$ cat config.mk
export PLATFORM = sky130hd
export DESIGN_NAME = fetch_ctrl_flat
export DESIGN_NICKNAME = d
export VERILOG_FILES = /design/src/rtl/fetch_ctrl_if.sv /design/src/rtl/fetch_ctrl.sv /design/src/flat_wrapper.sv
export SDC_FILE = /design/constraint.sdc
export NUM_CORES = 1
export LEC_CHECK = 0
export ABC_AREA = 1
export ABC_CLOCK_PERIOD_IN_PS = 4290
export CAP_MARGIN = 20
export CORE_AREA = 2 2 154 156
export DETAILED_ROUTE_END_ITERATION = 12
export DIE_AREA = 0 0 156 158
export PLACE_DENSITY = 0.75
export SLEW_MARGIN = 25
export SYNTH_ARGS = -nofsm -noshare
export SYNTH_HDL_FRONTEND = slang
export SYNTH_SLANG_ARGS = --single-unit
$ cat constraint.sdc
create_clock -name clk -period 4.29 [get_ports clk]
set_input_delay 0.6435 -clock clk [delete_from_list [all_inputs] [get_ports clk]]
set_output_delay 0.6435 -clock clk [all_outputs]
set_load 0.03 [all_outputs]
$ cat src/rtl/fetch_ctrl_if.sv
// Fetch-stage bundle: pipeline control, instruction-memory port and decode-side handshake.
// Latency: none, this is wiring only; timing is set by the modules on either side.
// Backpressure: imem_ready stalls requests, if_ready stalls decode delivery, hold blocks new requests.
interface fetch_ctrl_if #(
  parameter int ADDR_WIDTH = 64
);
  // pipeline control
  logic                  hold;
  logic                  branch_valid;
  logic [ADDR_WIDTH-1:0] branch_target;
  logic                  trap_valid;
  logic [ADDR_WIDTH-1:0] trap_target;

  // instruction memory request / response
  logic                  imem_req;
  logic [ADDR_WIDTH-1:0] imem_addr;
  logic                  imem_ready;
  logic                  imem_rvalid;
  logic [31:0]           imem_rdata;

  // decode-side buffer
  logic                  if_valid;
  logic [31:0]           if_inst;
  logic [ADDR_WIDTH-1:0] if_pc;
  logic                  if_ready;

  // architectural fetch PC
  logic [ADDR_WIDTH-1:0] pc;

  // fetch sequencer side
  modport master (
    input  hold, branch_valid, branch_target, trap_valid, trap_target,
    input  imem_ready, imem_rvalid, imem_rdata,
    input  if_ready,
    output imem_req, imem_addr,
    output if_valid, if_inst, if_pc,
    output pc
  );

  // environment side: pipeline control, memory and decode
  modport slave (
    output hold, branch_valid, branch_target, trap_valid, trap_target,
    output imem_ready, imem_rvalid, imem_rdata,
    output if_ready,
    input  imem_req, imem_addr,
    input  if_valid, if_inst, if_pc,
    input  pc
  );
endinterface

$ cat src/rtl/fetch_ctrl.sv
// Instruction-fetch sequencer: owns the PC, issues one memory request at a time, buffers the result for decode.
// Latency: request accept -> response -> if_valid next edge; 3 cycles per instruction with zero-wait memory.
// Backpressure: if_ready low holds the decode buffer and blocks the next request; hold gates requests in REQ only.
module fetch_ctrl #(
  parameter int                    ADDR_WIDTH = 64,
  parameter logic [ADDR_WIDTH-1:0] RESET_ADDR = '0,
  parameter int                    INST_BYTES = 4
) (
  input logic         clk,
  input logic         reset,
  fetch_ctrl_if.master bus
);

  typedef enum logic [1:0] {
    ST_REQ  = 2'd0,
    ST_WAIT = 2'd1,
    ST_OUT  = 2'd2
  } state_e;

  state_e                state_q,    state_d;
  logic [ADDR_WIDTH-1:0] pc_q,       pc_d;
  logic                  drop_q,     drop_d;
  logic                  if_valid_q, if_valid_d;
  logic [31:0]           if_inst_q,  if_inst_d;
  logic [ADDR_WIDTH-1:0] if_pc_q,    if_pc_d;

  logic                  redir;
  logic [ADDR_WIDTH-1:0] redir_raw;
  logic [ADDR_WIDTH-1:0] redir_target;
  logic                  req;
  logic                  accept;
  logic [ADDR_WIDTH-1:0] pc_inc;

  // Redirect selection: trap wins over branch; targets are forced word aligned.
  always_comb begin
    redir        = bus.trap_valid | bus.branch_valid;
    redir_raw    = bus.trap_valid ? bus.trap_target : bus.branch_target;
    redir_target = {redir_raw[ADDR_WIDTH-1:2], 2'b00};
  end

  // Request is gated by reset so nothing leaves the block while it is being reset.
  always_comb begin
    req    = reset & (state_q == ST_REQ) & ~bus.hold;
    accept = req & bus.imem_ready;
    pc_inc = pc_q + ADDR_WIDTH'(INST_BYTES);
  end

  // Next-state logic for the fetch FSM and its registered outputs.
  always_comb begin
    state_d    = state_q;
    pc_d       = pc_q;
    drop_d     = drop_q;
    if_valid_d = if_valid_q;
    if_inst_d  = if_inst_q;
    if_pc_d    = if_pc_q;

    unique case (state_q)
      ST_REQ: begin
        // A redirect here only retargets; if the old address was just accepted,
        // its response must be thrown away.
        if (redir) begin
          pc_d = redir_target;
        end
        if (accept) begin
          state_d = ST_WAIT;
          drop_d  = redir;
        end
      end

      ST_WAIT: begin
        if (redir) begin
          // Last redirect wins; the in-flight response is stale either way.
          pc_d = redir_target;
          if (bus.imem_rvalid) begin
            drop_d  = 1'b0;
            state_d = ST_REQ;
          end else begin
            drop_d  = 1'b1;
          end
        end else if (bus.imem_rvalid) begin
          if (drop_q) begin
            drop_d  = 1'b0;
            state_d = ST_REQ;
          end else begin
            if_valid_d = 1'b1;
            if_inst_d  = bus.imem_rdata;
            if_pc_d    = pc_q;
            state_d    = ST_OUT;
          end
        end
      end

      ST_OUT: begin
        // A redirect takes the target even if decode accepted this cycle;
        // decode is responsible for squashing that instruction.
        if (redir) begin
          pc_d       = redir_target;
          if_valid_d = 1'b0;
          state_d    = ST_REQ;
        end else if (if_valid_q && bus.if_ready) begin
          pc_d       = pc_inc;
          if_valid_d = 1'b0;
          state_d    = ST_REQ;
        end
      end

      default: begin
        state_d = ST_REQ;
      end
    endcase
  end

  // State registers with synchronous active-low reset.
  always_ff @(posedge clk) begin
    if (!reset) begin
      state_q    <= ST_REQ;
      pc_q       <= RESET_ADDR;
      drop_q     <= 1'b0;
      if_valid_q <= 1'b0;
      if_inst_q  <= '0;
      if_pc_q    <= RESET_ADDR;
    end else begin
      state_q    <= state_d;
      pc_q       <= pc_d;
      drop_q     <= drop_d;
      if_valid_q <= if_valid_d;
      if_inst_q  <= if_inst_d;
      if_pc_q    <= if_pc_d;
    end
  end

  assign bus.imem_req  = req;
  assign bus.imem_addr = pc_q;
  assign bus.pc        = pc_q;
  assign bus.if_valid  = if_valid_q;
  assign bus.if_inst   = if_inst_q;
  assign bus.if_pc     = if_pc_q;

  // A pending, unaccepted request must not change address unless redirected.
  a_addr_stable: assert property (@(posedge clk) disable iff (!reset)
    (req && !bus.imem_ready && !redir) |=> (pc_q == $past(pc_q)));

  // The decode buffer is only ever full while presenting in OUT.
  a_valid_in_out: assert property (@(posedge clk) disable iff (!reset)
    if_valid_q |-> (state_q == ST_OUT));

endmodule
$ cat src/flat_wrapper.sv
// flat-port wrapper written by rule: the top's interface ports become plain ports
module fetch_ctrl_flat 
#(
  parameter int                    ADDR_WIDTH = 64,
  parameter logic [ADDR_WIDTH-1:0] RESET_ADDR = '0,
  parameter int                    INST_BYTES = 4
)
  (clk, reset, bus_hold, bus_branch_valid, bus_branch_target, bus_trap_valid, bus_trap_target, bus_imem_ready, bus_imem_rvalid, bus_imem_rdata, bus_if_ready, bus_imem_req, bus_imem_addr, bus_if_valid, bus_if_inst, bus_if_pc, bus_pc);
  fetch_ctrl_if #(.ADDR_WIDTH(ADDR_WIDTH)) bus_i ();
  input logic clk;
  input logic reset;
  input wire logic [$bits(bus_i.hold)-1:0] bus_hold;
  input wire logic [$bits(bus_i.branch_valid)-1:0] bus_branch_valid;
  input wire logic [$bits(bus_i.branch_target)-1:0] bus_branch_target;
  input wire logic [$bits(bus_i.trap_valid)-1:0] bus_trap_valid;
  input wire logic [$bits(bus_i.trap_target)-1:0] bus_trap_target;
  input wire logic [$bits(bus_i.imem_ready)-1:0] bus_imem_ready;
  input wire logic [$bits(bus_i.imem_rvalid)-1:0] bus_imem_rvalid;
  input wire logic [$bits(bus_i.imem_rdata)-1:0] bus_imem_rdata;
  input wire logic [$bits(bus_i.if_ready)-1:0] bus_if_ready;
  output wire logic [$bits(bus_i.imem_req)-1:0] bus_imem_req;
  output wire logic [$bits(bus_i.imem_addr)-1:0] bus_imem_addr;
  output wire logic [$bits(bus_i.if_valid)-1:0] bus_if_valid;
  output wire logic [$bits(bus_i.if_inst)-1:0] bus_if_inst;
  output wire logic [$bits(bus_i.if_pc)-1:0] bus_if_pc;
  output wire logic [$bits(bus_i.pc)-1:0] bus_pc;
  assign bus_i.hold = bus_hold;
  assign bus_i.branch_valid = bus_branch_valid;
  assign bus_i.branch_target = bus_branch_target;
  assign bus_i.trap_valid = bus_trap_valid;
  assign bus_i.trap_target = bus_trap_target;
  assign bus_i.imem_ready = bus_imem_ready;
  assign bus_i.imem_rvalid = bus_imem_rvalid;
  assign bus_i.imem_rdata = bus_imem_rdata;
  assign bus_i.if_ready = bus_if_ready;
  assign bus_imem_req = bus_i.imem_req;
  assign bus_imem_addr = bus_i.imem_addr;
  assign bus_if_valid = bus_i.if_valid;
  assign bus_if_inst = bus_i.if_inst;
  assign bus_if_pc = bus_i.if_pc;
  assign bus_pc = bus_i.pc;
  fetch_ctrl #(.ADDR_WIDTH(ADDR_WIDTH), .RESET_ADDR(RESET_ADDR), .INST_BYTES(INST_BYTES)) u_core (.clk(clk), .reset(reset), .bus(bus_i));
endmodule
==> results of run 1 <==
-- routing by layer --
layer	global-route usage	up-vias	routed length [um]
li1	-	5276	-
met1	0.359	4994	15100
met2	0.471	517	17000
met3	0.0580	70	3020
met4	0.111	2	1080
met5	0	-	12
-- final timing paths --
| check | start | end | slack, ns | cells past startpoint |
|---|---|---|---|---|
| hold reg to reg | u_core.bus.if_pc[43] | u_core.bus.if_pc[43] | 0.48 | 2 |
| setup / recovery | u_core.bus.imem_addr[31] | bus_imem_addr[31] | 1.76 | 1 |
| setup reg to reg | u_core.bus.imem_addr[3] | u_core.bus.imem_addr[56] | 2.03 | 9 |
| hold / removal | u_core.bus.if_pc[43] | u_core.bus.if_pc[43] | 0.48 | 2 |
-- cell type report --
type / instances / area, um2
Fill cell: 2236 / 9570
Antenna cell: 2 / 5.00
Clock inverter: 14 / 174
Clock buffer: 18 / 429
Inverter: 77 / 297
Sequential cell: 160 / 3200
Timing Repair Buffer: 392 / 3910
Tap cell: 290 / 363
Multi-Input combinational cell: 1104 / 5100
-- state kept, by name, indices dropped and copies added (netlist names) --
signal                flops
u_core.bus.if_inst       32
u_core.bus.if_pc         62
u_core.state_q            2
u_core.bus.if_valid       1
u_core.drop_q             1
u_core.bus.imem_addr     62
-- power by group --
group,total (mW),switching [mW],internal (mW)
Clock,1.59,0.711,0.882
Sequential,1.66,0.115,1.54
Combinational,0.853,0.467,0.386
-- Yosys cell counts, types with 2 or more instances --
| library cell | count |
|---|---|
| a21oi_1 | 115 |
| a31oi_1 | 3 |
| buf_2 | 20 |
| buf_4 | 81 |
| buf_6 | 3 |
| clkbuf_1 | 38 |
| dfxtp_1 | 160 |
| inv_1 | 71 |
| inv_2 | 4 |
| mux2i_1 | 8 |
| nand2_1 | 338 |
| nand2_2 | 16 |
| nand2_4 | 2 |
| nand3_1 | 67 |
| nand3_2 | 3 |
| nand3b_1 | 5 |
| nand4_1 | 14 |
| nor2_1 | 286 |
| nor2_2 | 19 |
| nor2_4 | 9 |
| nor2_8 | 2 |
| nor3_1 | 7 |
| o211ai_1 | 5 |
| o21ai_0 | 143 |
| o21ai_1 | 21 |
| o22ai_1 | 5 |
| o32ai_1 | 8 |
| or2_2 | 4 |
| xnor2_1 | 2 |
| xor2_1 | 5 |
-- cell families (layout without fill, tap and decap cells) --
group           count (synthesis)  after routing  synth area share
mux                             8              8           0.00846
xor+xnor                        7              7           0.00648
buf+inv                       220            501             0.125
flops                         160            160             0.338
compound gates                306            306             0.170
fa+ha+maj                       1              1           0.00132
simple gates                  776            776             0.350
other cells                     1              8          0.000396
-- metrics by stage --
stage          cells  total power, mW
6_report        2057             4.10
5_1_grt         2057             4.25
4_1_cts         2055             4.12
3_5_place_dp    2023             2.54
3_3_place_gp    2023             2.53
2_1_floorplan   1484             2.16
==> flow_metrics.tcl, run 1 <==
set metrics [dict create \
    wl_per_cell_um 17.6 \
    layout_common_cells "381 x clkdlybuf4s50_1, 337 x nand2_1, 286 x nor2_1" \
    slew_violations 0 \
    required_ns 3.65 \
    crit_fanout 9 \
    rsz0062_at_grt "no" \
    hold_class "register to register" \
    antenna_found_initial 3 \
    root_buffer "clkbuf_16" \
    hold_violations 0 \
    tightest_slew_ns 0.891 \
    max_stage_delay_ns 0.78 \
    num_vias 10900 \
    place_ws_ns 1.46 \
    grtUsageTotal 0.282 \
    clock_skew_ns 0.0115 \
    synthTopCellsByArea "dfxtp_1 34%, nand2_1 13%, nor2_1 11%" \
    status "completed" \
    worstPathBufferInverterCount 1 \
    max_cap_viol_count 0 \
    p_leak_nw 5.03 \
    final_util 0.585 \
    area_growth_pct 42.4 \
    drtAntennaViolNets 0 \
    wl_mm 36.2 \
    async_flop_share 0 \
    finalCriticalPeriod_ns 2.53 \
    clockBufferDepth 2 \
    holdWs_ns 0.481 \
    cp-start-kind "register" \
    grt_overflow 0 \
    cts.sinks 160 \
    peakVddDrop_mv 0.184 \
    final_common_cell "clkdlybuf4s50_1" \
    finalSetupTns_ns 0 \
    yosys.cell_types.count 45 \
    die_w_um 156 \
    coreArea_um2 23100 \
    ys_seq_area_frac 0.338 \
    cts_tree "built" \
    dp_hpwl_mm 26.0 \
    max_slew_margin 0.405 \
    place_area_um2 12900 \
    yosys.area.top_type "dfxtp_1" \
    post-cts-setup-buffers 0 \
    cts_resized 0 \
    fmax_mhz 395 \
    syn_area_um2 9460 \
    avgViaCountPerCell 5.28 \
    fp-row-count 56 \
    drt_iter0_drc 881 \
    drive_above_1_share 0.0612 \
    gp_congestion 0.920 \
    crit_slowest_cell "clkdlybuf4s50_1" \
    path_cells "clkdlybuf4s50_1" \
    io_buffers 383 \
    worstPathArrival_ns 1.89 \
    synth_cells 1479 \
    period_share 0.590 \
    nets 1921 \
    avgSynthCellArea_um2 6.40 \
    yosys_most_used_dff "dfxtp_1" \
    path_class "register to output port" \
    yosys.area.top_type_share 0.338 \
    cts_htree_levels 4 \
    insertion_delay_ns 0.44 \
    yosys_warnings 0 \
    numCtsBuffers 17 \
    final_area_um2 13500 \
    synth-edff-count 0 \
    grt_max_degree 87 \
    drc 0 \
    grt_pass1_wl_mm 53.6 \
    io_pins 394 \
    setup_viol 0 \
    end_kind "output port" \
    ys_seq_elements 160 \
    die_area_um2 24600 \
    first_global_vias 9647 \
    path_clk_slew_ns 0.07 \
    initial_utilization 0.411 \
    die_h_um 158 \
    cts_hold_buf 0 \
    setup_ws_ns 1.76 \
    first_pass_iters 5 \
    cp_top_family "buffers and inverters" \
    p_per_area_nw_per_um2 304 \
]
(Power assumes the default switching activity.)
==> inputs of run 2 (changes only) <==
Settings changed: ABC_CLOCK_PERIOD_IN_PS 4290 to 2400, CORE_AREA 2 2 154 156 to 2 2 155 157, DIE_AREA 0 0 156 158 to 0 0 157 159, PLACE_DENSITY 0.75 to 0.74.
Clock period 4.29 ns to 2.4 ns, I/O delays scaled along.
==> flow_metrics.tcl, run 2 (synthesis results as in run 1) <==
set metrics [dict create \
    status "completed" \
    layout_common_cells "380 x clkdlybuf4s50_1, 337 x nand2_1, 286 x nor2_1" \
    r2r_start "u_core.bus.imem_addr[33]" \
    die_area_um2 25000 \
    max_stage_delay_ns 0.76 \
    cp_top_family "buffers and inverters" \
    post-cts-setup-buffers 0 \
    nFillCells 2231 \
    drc 0 \
    hold_violations 0 \
    first_global_vias 10000 \
    die_w_um 157 \
    path_cells "clkdlybuf4s50_1" \
    final_util 0.596 \
    final_common_cell "clkdlybuf4s50_1" \
    holdWs_ns 0.400 \
    holdCritStartpoint "reset" \
    worstPathBufferInverterCount 1 \
    root_buffer "clkbuf_16" \
    antenna_found_initial 4 \
    path_clk_slew_ns 0.07 \
    fmax_mhz 470 \
    insertion_delay_ns 0.43 \
    hold_class "primary input to register" \
    fp-row-count 56 \
    end_kind "output port" \
    crit_fanout 7 \
    drtAntennaViolNets 0 \
    dp_hpwl_mm 27.1 \
    crit_slowest_cell "clkdlybuf4s50_1" \
    area_growth_pct 46.0 \
    io_pins 394 \
    crit_start "u_core.bus.imem_addr[33]" \
    ff2ff_setup_slack_ns 0.30 \
    clockBufferDepth 2 \
    setup_viol 0 \
    drive_above_1_share 0.0780 \
    cts_tree "built" \
    grt_max_degree 73 \
    wl_per_cell_um 17.1 \
    num_vias 11000 \
    numCtsBuffers 17 \
    nets 1951 \
    initial_utilization 0.408 \
    avgViaCountPerCell 5.18 \
    grt_pass1_wl_mm 54.8 \
    coreArea_um2 23200 \
    p_leak_nw 5.21 \
    grtUsageTotal 0.278 \
    dpl.cell_count 2082 \
    gp_congestion 0.951 \
    io_buffers 383 \
    fin_cells 2117 \
    cts_hold_buf 0 \
    grt_overflow 0 \
    finalCriticalPeriod_ns 2.13 \
    cp-start-kind "register" \
    worstPathArrival_ns 1.77 \
    max_cap_viol_count 0 \
    p_per_area_nw_per_um2 530 \
    max_slew_margin 0.484 \
    first_pass_iters 7 \
    required_ns 2.04 \
    peakVddDrop_mv 0.390 \
    finalSetupTns_ns 0 \
    period_share 0.887 \
    wl_mm 36.2 \
    drt_iter0_drc 968 \
    tightest_slew_ns 0.774 \
    die_h_um 159 \
    path_class "register to output port" \
    cts.sinks 160 \
    regArea_um2 3200 \
    cts_resized 0 \
    slew_violations 0 \
    rsz0062_at_grt "no" \
    cts_htree_levels 4 \
    multi_input_area_um2 5100 \
    clock_skew_ns 0.0103 \
]
run 2: final cells by class:
class | instances | area share
clock inverter | 13 | 0.0106
sequential | 160 | 0.232
timing repair buffer | 422 | 0.305
multi-input combinational | 1104 | 0.369
antenna | 3 | 0.000543
tap | 319 | 0.0289
clock buffer | 19 | 0.0328
inverter | 77 | 0.0213
run 2: metal layers:
metal,vias up,global-route usage,share of wire
li1,5334,-,-
met1,5062,0.352,0.41
met2,506,0.467,0.48
met3,61,0.0591,0.079
met4,2,0.0951,0.026
met5,-,0,0.00050
run 2: through the flow:
step           worst slack (ns)  instance area, um2  power, mW
4_1_cts                   0.274               13800       7.37
3_5_place_dp              0.149               13200       4.59
3_3_place_gp              0.194               13200       4.58
6_report                  0.272               13800       7.33
5_1_grt                   0.157               13800       7.59
2_1_floorplan             0.456                9480       3.86
run 2: report_power, final:
group          internal, mW  total, mW  switching, mW
Sequential             2.75       2.92          0.163
Clock                  1.53       2.79           1.26
Combinational         0.736       1.62          0.889
Total                  5.02       7.33           2.31
run 2: worst paths after layout:
path,cells after the start,end
max reg2reg,8,u_core.bus.imem_addr[53]
min reg2reg,2,u_core.bus.if_inst[14]
max,1,bus_imem_addr[33]
min,3,u_core.bus.imem_addr[43]
